[config.mk]
export PLATFORM = sky130hd
export DESIGN_NAME = fetch_prefetch_unit
export DESIGN_NICKNAME = d
export VERILOG_FILES = /design/src/rtl/fetch_prefetch_unit.sv
export SDC_FILE = /design/constraint.sdc
export NUM_CORES = 1
export LEC_CHECK = 0
export CAP_MARGIN = 20
export CORE_MARGIN = 10
export CORE_UTILIZATION = 30
export DETAILED_ROUTE_END_ITERATION = 10
export PLACE_DENSITY = 0.5
export REMOVE_ABC_BUFFERS = 1
export SYNTH_ARGS = -nofsm -noshare
export SYNTH_HDL_FRONTEND = slang
export SYNTH_SLANG_ARGS = --single-unit
[constraint.sdc]
create_clock -name i_clk -period 4.9 [get_ports i_clk]
set_input_delay 0.98 -clock i_clk [delete_from_list [all_inputs] [get_ports i_clk]]
set_output_delay 0.98 -clock i_clk [all_outputs]
set_load 0.02 [all_outputs]
[src/rtl/fetch_prefetch_unit.sv]
`default_nettype none
// ============================================================================
// fetch_prefetch_unit : request/grant instruction prefetcher with in-order
// buffer and redirect flush.          Rev 1.0
// ============================================================================
module fetch_prefetch_unit #(
  parameter logic [31:0] RESET_ADDR = 32'h0000_0000,
  parameter int          DEPTH      = 4
) (
  input  logic        i_clk,
  input  logic        i_rst,
  output logic        o_mem_req,
  output logic [31:0] o_mem_addr,
  input  logic        i_mem_gnt,
  input  logic        i_mem_rvalid,
  input  logic [31:0] i_mem_rdata,
  output logic        o_inst_valid,
  output logic [31:0] o_inst,
  output logic [31:0] o_inst_pc,
  input  logic        i_inst_ready,
  input  logic        i_redirect,
  input  logic [31:0] i_redirect_pc
);

  localparam int             AW      = $clog2(DEPTH);
  localparam int             CW      = AW + 1;
  localparam logic [CW:0]    DEPTH_W = DEPTH[CW:0];

  logic [31:0]   fetch_pc_q, fetch_pc_d;
  logic [31:0]   ret_pc_q, ret_pc_d;
  logic [CW-1:0] out_q, out_d;
  logic [CW-1:0] disc_q, disc_d;
  logic [CW-1:0] cnt_q, cnt_d;
  logic [AW-1:0] rd_ptr_q, rd_ptr_d;
  logic [AW-1:0] wr_ptr_q, wr_ptr_d;
  logic [31:0]   word_q [DEPTH];
  logic [31:0]   pc_q   [DEPTH];

  logic [CW:0]   w_inflight;
  logic          w_fire;
  logic          w_push;
  logic          w_pop;
  logic          w_unused_pc_lsb;

  // Credit counts both buffered and in-flight words so a response can never overflow the buffer.
  assign w_inflight      = {1'b0, out_q} + {1'b0, cnt_q};
  assign o_mem_req       = !i_rst && !i_redirect && (w_inflight < DEPTH_W);
  assign o_mem_addr      = fetch_pc_q;
  assign w_fire          = o_mem_req && i_mem_gnt;
  assign w_push          = i_mem_rvalid && (disc_q == '0) && !i_redirect;
  assign o_inst_valid    = !i_rst && (cnt_q != '0);
  assign w_pop           = o_inst_valid && i_inst_ready && !i_redirect;
  assign o_inst          = word_q[rd_ptr_q];
  assign o_inst_pc       = pc_q[rd_ptr_q];
  assign w_unused_pc_lsb = ^i_redirect_pc[1:0];

  always_comb begin
    fetch_pc_d = fetch_pc_q;
    ret_pc_d   = ret_pc_q;
    out_d      = out_q;
    disc_d     = disc_q;
    cnt_d      = cnt_q;
    rd_ptr_d   = rd_ptr_q;
    wr_ptr_d   = wr_ptr_q;
    if (i_redirect) begin
      fetch_pc_d = {i_redirect_pc[31:2], 2'b00};
      ret_pc_d   = {i_redirect_pc[31:2], 2'b00};
      cnt_d      = '0;
      rd_ptr_d   = '0;
      wr_ptr_d   = '0;
      // Everything still outstanding after this cycle's response is stale.
      out_d      = out_q - CW'(i_mem_rvalid);
      disc_d     = out_q - CW'(i_mem_rvalid);
    end else begin
      if (w_fire) begin
        fetch_pc_d = fetch_pc_q + 32'd4;
      end
      out_d = out_q + CW'(w_fire) - CW'(i_mem_rvalid);
      if (i_mem_rvalid) begin
        if (disc_q != '0) begin
          disc_d = disc_q - CW'(1);
        end else begin
          ret_pc_d = ret_pc_q + 32'd4;
        end
      end
      if (w_push) begin
        wr_ptr_d = wr_ptr_q + AW'(1);
      end
      if (w_pop) begin
        rd_ptr_d = rd_ptr_q + AW'(1);
      end
      cnt_d = cnt_q + CW'(w_push) - CW'(w_pop);
    end
  end

  always_ff @(posedge i_clk) begin
    if (i_rst) begin
      fetch_pc_q <= RESET_ADDR;
      ret_pc_q   <= RESET_ADDR;
      out_q      <= '0;
      disc_q     <= '0;
      cnt_q      <= '0;
      rd_ptr_q   <= '0;
      wr_ptr_q   <= '0;
    end else begin
      fetch_pc_q <= fetch_pc_d;
      ret_pc_q   <= ret_pc_d;
      out_q      <= out_d;
      disc_q     <= disc_d;
      cnt_q      <= cnt_d;
      rd_ptr_q   <= rd_ptr_d;
      wr_ptr_q   <= wr_ptr_d;
    end
  end

  always_ff @(posedge i_clk) begin
    if (w_push && !i_rst) begin
      word_q[wr_ptr_q] <= i_mem_rdata;
      pc_q[wr_ptr_q]   <= ret_pc_q;
    end
  end

endmodule
`default_nettype wire

==> results of run 1 <==
[final cells by class]
cell class	instances	area, um2
fill	4037	26500
sequential	323	8960
multi-input combinational	437	3860
timing repair buffer	177	1800
clock buffer	49	981
tap	585	732
clock inverter	18	146
inverter	25	96.3
[critical path, stage by stage (launching register included)]
cell	delay (ns)
dfxtp_4	0.64
buf_4	0.38
mux4_2	0.54
clkdlybuf4s50_1	0.61
[through the flow]
| stage | total power, mW | hold slack [ns] | instances |
|---|---|---|---|
| 2_1_floorplan | 3.33 | 0.480 | 785 |
| 3_3_place_gp | 3.56 | 0.494 | 1546 |
| 3_5_place_dp | 3.56 | 0.498 | 1546 |
| 4_1_cts | 6.19 | 0.511 | 1613 |
| 5_1_grt | 6.33 | 0.538 | 1614 |
| 6_report | 6.08 | 0.504 | 1614 |
[state kept, by name, summed over array words and instances, names as in the netlist, named ones only]
register,flops
word_q,128
cnt_q,3
rd_ptr_q,2
out_q,3
o_mem_addr,30
pc_q,120
disc_q,3
wr_ptr_q,2
ret_pc_q,30
[synth_stat cells (14+ instances only)]
library cell	number	area share [%]
nand3_1	27	1.0
inv_1	24	0.69
a21oi_1	32	1.2
nor2_1	47	1.3
nand4_1	21	1.0
xnor2_1	14	0.94
xor2_1	33	2.2
ha_1	16	1.5
edfxtp_1	248	57
a211oi_1	17	0.98
mux4_2	62	11
dfxtp_1	75	11
clkbuf_1	24	0.69
nand2_1	39	1.1
[final timing paths]
check / from / end / depth (start not counted)
setup reg to reg: out_q[2] / out_q[2] / 12
hold / removal: o_mem_addr[28] / o_mem_addr[28] / 2
hold reg to reg: o_mem_addr[28] / o_mem_addr[28] / 2
setup / recovery: flop / o_inst_pc[25] / 3
[where the power goes]
part	total, mW	switching (mW)	internal (mW)	leakage [nW]
Clock	2.59	1.11	1.48	0.547
Combinational	0.408	0.216	0.192	1.94
Sequential	3.09	0.0726	3.02	2.88
[logic make-up (layout without fill, tap and decap cells)]
family	Yosys count	in the layout	synth area share, %
buffers and inverters	69	269	2.29
multiplexers	67	67	11.1
XOR/XNOR	47	47	3.15
adder cells (fa/ha/maj)	18	18	1.84
flip-flops	323	323	68.4
AO/OA/AOI/OAI	112	112	5.59
other	1	4	0.0287
AND/OR/NAND/NOR	189	189	7.59
[per-layer routing]
metal	routed length, um	vias up	global-route usage (%)
met5	13	-	0
met4	730	2	4.08
met3	2070	52	3.81
met2	16100	180	20.5
met1	14800	3882	15.9
li1	-	3571	-
==> flow_summary_export.csv, run 1 <==
group,metric,value,unit
status,status,"finished clean",
setup_path,cp_max_fo,18,
power,power.density,367,mW/mm2
layout,drive_gt1_share,14.8,%
route,ant_nets,0,
global_routing,grt_pass1_wl,50600,um
layout,finalInstanceArea,0.0166,mm2
clock_tree,insertion_delay,0.55,ns
job,maxCapViolCount,0,
route,viasPerCell,4.76,
clock_tree,cts_resized,0,
min_path,holdCritPathClass,"flop to flop",
setup_path,crit_type,"flop to primary output",
clock_tree,postCtsSetupRepairBufs,0,
place,dp_slack,1.25,ns
route,routedWlPerCell,20.9,um
setup_path,cp-start-kind,"flop",
clock_tree,clockBufferDepth,3,
logic_synthesis,yosys_register_bits,323,
clock_tree,h-tree-depth,2,
floorplanning,die_h,229,um
logic_synthesis,ys.flop_type,"edfxtp_1",
sta,final_max_slew_viol_count,0,
sta,clock.fmax,269,MHz
place,port_buffers,161,
route,drt-initial-drc-count,489,
sta,slew-limit-headroom,36.5,%
layout,antenna_cells,0,
setup_path,r2r_slack,1.98,ns
sta,tightest_slew,0.946,ns
power,ir_drop,0.207,mV
sta,fin_skew,0.0188,ns
place,place_area,0.0154,mm2
global_routing,grt-ovfl-total,0,
layout,fin_util,38.5,%
global_routing,gr-usage-all-layers,12.7,%
clock_tree,cts_buffers,37,
sta,tns,0,ns
layout,final_common_cell,"edfxtp_1",
logic_synthesis,avgSynthCellArea,15.8,um2
layout,area_growth,26.8,%
sta,rsz0062_at_grt,"no",
global_routing,antenna_found_initial,1,
global_routing,grt_max_degree,69,
setup_path,arrival,2.73,ns
route,dr.pass1.iters,4,
sta,hold_violations,0,
logic_synthesis,synthDistinctLibCells,55,
route,route.detailed.drc,0,
logic_synthesis,syn_inst,826,
floorplanning,placementRows,76,
setup_path,worst_setup_path_end_kind,"primary output",
logic_synthesis,synth_edf_count,248,
layout,final_cell_mix,"edfxtp_1, clkdlybuf4s50_1, dfxtp_1",
logic_synthesis,synthArstFlopShare,0,%
clock_tree,path_clk_slew,0.06,ns
clock_tree,cts_tree,"yes",
layout,num-nets-final,1089,
route,dr_total_vias,7687,
sta,min_period,3.71,ns
route,wl,33700,um
logic_synthesis,synth_area,0.0131,mm2
floorplanning,start_util,30.4,%
sta,period_share,75.8,%
clock_tree,cts_root_buffer,"clkbuf_16",
floorplanning,dieArea,0.0523,mm2
logic_synthesis,yosysSeqAreaShare,68.4,%
place,place_congestion,0.766,
floorplanning,dieWidth,229,um
clock_tree,postCtsHoldBufs,0,
place,dpl.hpwl,21100,um
logic_synthesis,yosys_warnings,0,
floorplanning,io_pins,168,
power,power.leakage,5.37,nW
sta,worst_slack,1.19,ns
global_routing,grt_pass1_vias,7901,
clock_tree,clock_sinks,323,
setup_path,worst_ep_required_time,3.92,ns
sta,setup_violations,0,
floorplanning,coreArea,0.0431,mm2
Note: power is estimated with default switching activity, not from simulation.
==> run 2, diff against run 1 <==
- PLACE_DENSITY: 0.5 -> 0.51
- clock period: 4.9 -> 3.4 ns (I/O delays scaled with it)
==> run 2 against run 1 <==
Worst setup slack worse by 0.98 ns. Via count grew 0.48%. Routed wire length decreased by 0.15%. Die area stayed put. Clock skew shrank 0.0068 ns. Critical endpoint is now o_inst_pc[2].
==> flow_summary_export.csv, run 2 (synthesis gave the netlist of run 1 again) <==
group,metric,value,unit
min_path,min_from,"o_mem_addr[28]",
route,viasPerCell,4.75,
layout,finalInstanceArea,0.0167,mm2
global_routing,grt_pass1_wl,50900,um
layout,final_cell_mix,"edfxtp_1, clkdlybuf4s50_1, dfxtp_1",
clock_tree,path_clk_slew,0.06,ns
floorplanning,placementRows,76,
clock_tree,postCtsHoldBufs,0,
global_routing,grtUsageMet1,16.2,%
sta,period_share,93.9,%
global_routing,gr-usage-met3,3.97,%
floorplanning,dieArea,0.0523,mm2
global_routing,busiest_layer,"met2",
global_routing,met2_usage,20.4,%
place,port_buffers,161,
layout,drive_gt1_share,15.8,%
floorplanning,io_pins,168,
route,dr.pass1.iters,4,
layout,final_common_cell,"edfxtp_1",
layout,top_regs,"word_q: 128 flops, pc_q: 120 flops",
setup_path,arrival,2.51,ns
clock_tree,cts_root_buffer,"clkbuf_16",
setup_path,reg2reg_from,"out_q[2]",
setup_path,worst_setup_path_end_kind,"primary output",
clock_tree,insertion_delay,0.53,ns
global_routing,grt-ovfl-total,0,
setup_path,crit_family,"buffers and inverters",
sta,fin_skew,0.0120,ns
setup_path,cp-start-kind,"flop",
floorplanning,die_h,229,um
global_routing,gr-usage-all-layers,12.6,%
power,p_int,6.90,mW
route,route.detailed.drc,0,
setup_path,r2r_slack,0.71,ns
setup_path,path_cells,"buf_4 > mux4_2 > clkdlybuf4s50_1",
power,ir_drop,0.245,mV
floorplanning,start_util,30.4,%
sta,clock.fmax,313,MHz
sta,slew-limit-headroom,50.2,%
clock_tree,cts_buffers,38,
global_routing,grt_max_degree,69,
route,wl,33600,um
clock_tree,clock_sinks,323,
clock_tree,cts_resized,0,
clock_tree,h-tree-depth,2,
floorplanning,coreArea,0.0431,mm2
setup_path,worst_ep_required_time,2.72,ns
status,status,"finished clean",
setup_path,reg2reg_depth,12,
global_routing,grt_pass1_vias,8061,
sta,final_max_slew_viol_count,0,
setup_path,r2r_end,"out_q[2]",
place,place_congestion,0.764,
place,place_area,0.0155,mm2
power,pwr-share-clk,43.3,%
sta,min_period,3.19,ns
setup_path,crit_buf_inv,2,
sta,worst_slack,0.209,ns
sta,hold_violations,0,
clock_tree,clockBufferDepth,3,
route,routedWlPerCell,20.7,um
power,p_comb_share,6.7,%
min_path,hold_end,"o_mem_addr[28]",
place,dpl.hpwl,21500,um
place,dp_slack,0.380,ns
route,dr_total_vias,7724,
power,switchingPower,2.01,mW
layout,top_register,"word_q",
setup_path,cp_max_fo,22,
floorplanning,dieWidth,229,um
route,drt-initial-drc-count,404,
layout,area_growth,27.9,%
power,power.density,532,mW/mm2
power,power.leakage,5.44,nW
route,ant_nets,0,
clock_tree,cts_tree,"yes",
min_path,hold-path-cell-count,2,
setup_path,critPathMaxStageDelay,0.63,ns
power,fin_total_pwr,8.90,mW
sta,rsz0062_at_grt,"no",
power,swShare,22.6,%
power,seq_power_share,50.0,%
setup_path,slowest_stage,"mux4_2",
clock_tree,postCtsSetupRepairBufs,0,
job,maxCapViolCount,0,
layout,largest_register_ffs,128,
sta,tightest_slew,0.747,ns
setup_path,crit_type,"flop to primary output",
sta,setup_violations,0,
global_routing,antenna_found_initial,2,
layout,num-nets-final,1099,
min_path,holdCritPathClass,"flop to flop",
-- run 2: cell types whose count changed in the layout (fill, tap and decap cells not counted), sizes merged --
cell / before / now
diode: 0 / 1
bufinv: 1 / 2
buf: 18 / 27
clkbuf: 49 / 45
clkinv: 13 / 17
inv: 26 / 27
-- run 2: cell type report --
| type | count | area [um2] |
|---|---|---|
| antenna | 1 | 2.50 |
| clock buffer | 45 | 998 |
| clock inverter | 24 | 188 |
| fill | 4029 | 26400 |
| inverter | 25 | 96.3 |
| multi-input combinational | 437 | 3850 |
| sequential | 323 | 8960 |
| tap | 585 | 732 |
| timing repair buffer | 186 | 1900 |
-- run 2: power by group through the flow --
stage	logic [mW]	registers [mW]	clock network (mW)
global placement	0.601	4.53	0
finish	0.597	4.45	3.86
global route	0.655	4.46	4.14
detailed placement	0.605	4.53	0
CTS	0.609	4.45	3.99
floorplan	0.266	4.53	0
-- run 2: worst max-delay path by stage --
stage                 start      endpoint  slack (ns)  depth (start not counted)
2_1_floorplan          flop     o_inst[0]       -0.65                          1
3_3_place_gp   i_mem_rvalid      cnt_q[2]        0.37                         10
3_5_place_dp   i_mem_rvalid      cnt_q[2]        0.38                         10
4_1_cts                flop  o_inst_pc[2]        0.12                          3
5_1_grt                flop  o_inst_pc[2]        0.06                          3
6_report               flop  o_inst_pc[2]        0.21                          3
-- run 2: tightest hold or removal path: cells and delay by family (launching register included) --
family,cells,cell delay (ns)
flip-flops,1,0.33
AO/OA/AOI/OAI,2,0.14
-- run 2: per-layer routing --
| metal | vias up | routed length, um |
|---|---|---|
| met2 | 212 | 15700 |
| met1 | 3875 | 15200 |
| met5 | - | 10 |
| met4 | 2 | 552 |
| met3 | 44 | 2180 |
| li1 | 3591 | - |
-- run 2: stage by stage --
stage | std cells | setup TNS, ns | hold slack (ns) | utilization, %
floorplan | 785 | -40.51 | 0.480 | -
global route | 1625 | 0 | 0.546 | 38.8
finish | 1626 | 0 | 0.513 | 38.8
global placement | 1556 | 0 | 0.507 | 36.1
CTS | 1625 | 0 | 0.521 | 38.8
detailed placement | 1556 | 0 | 0.512 | 36.1
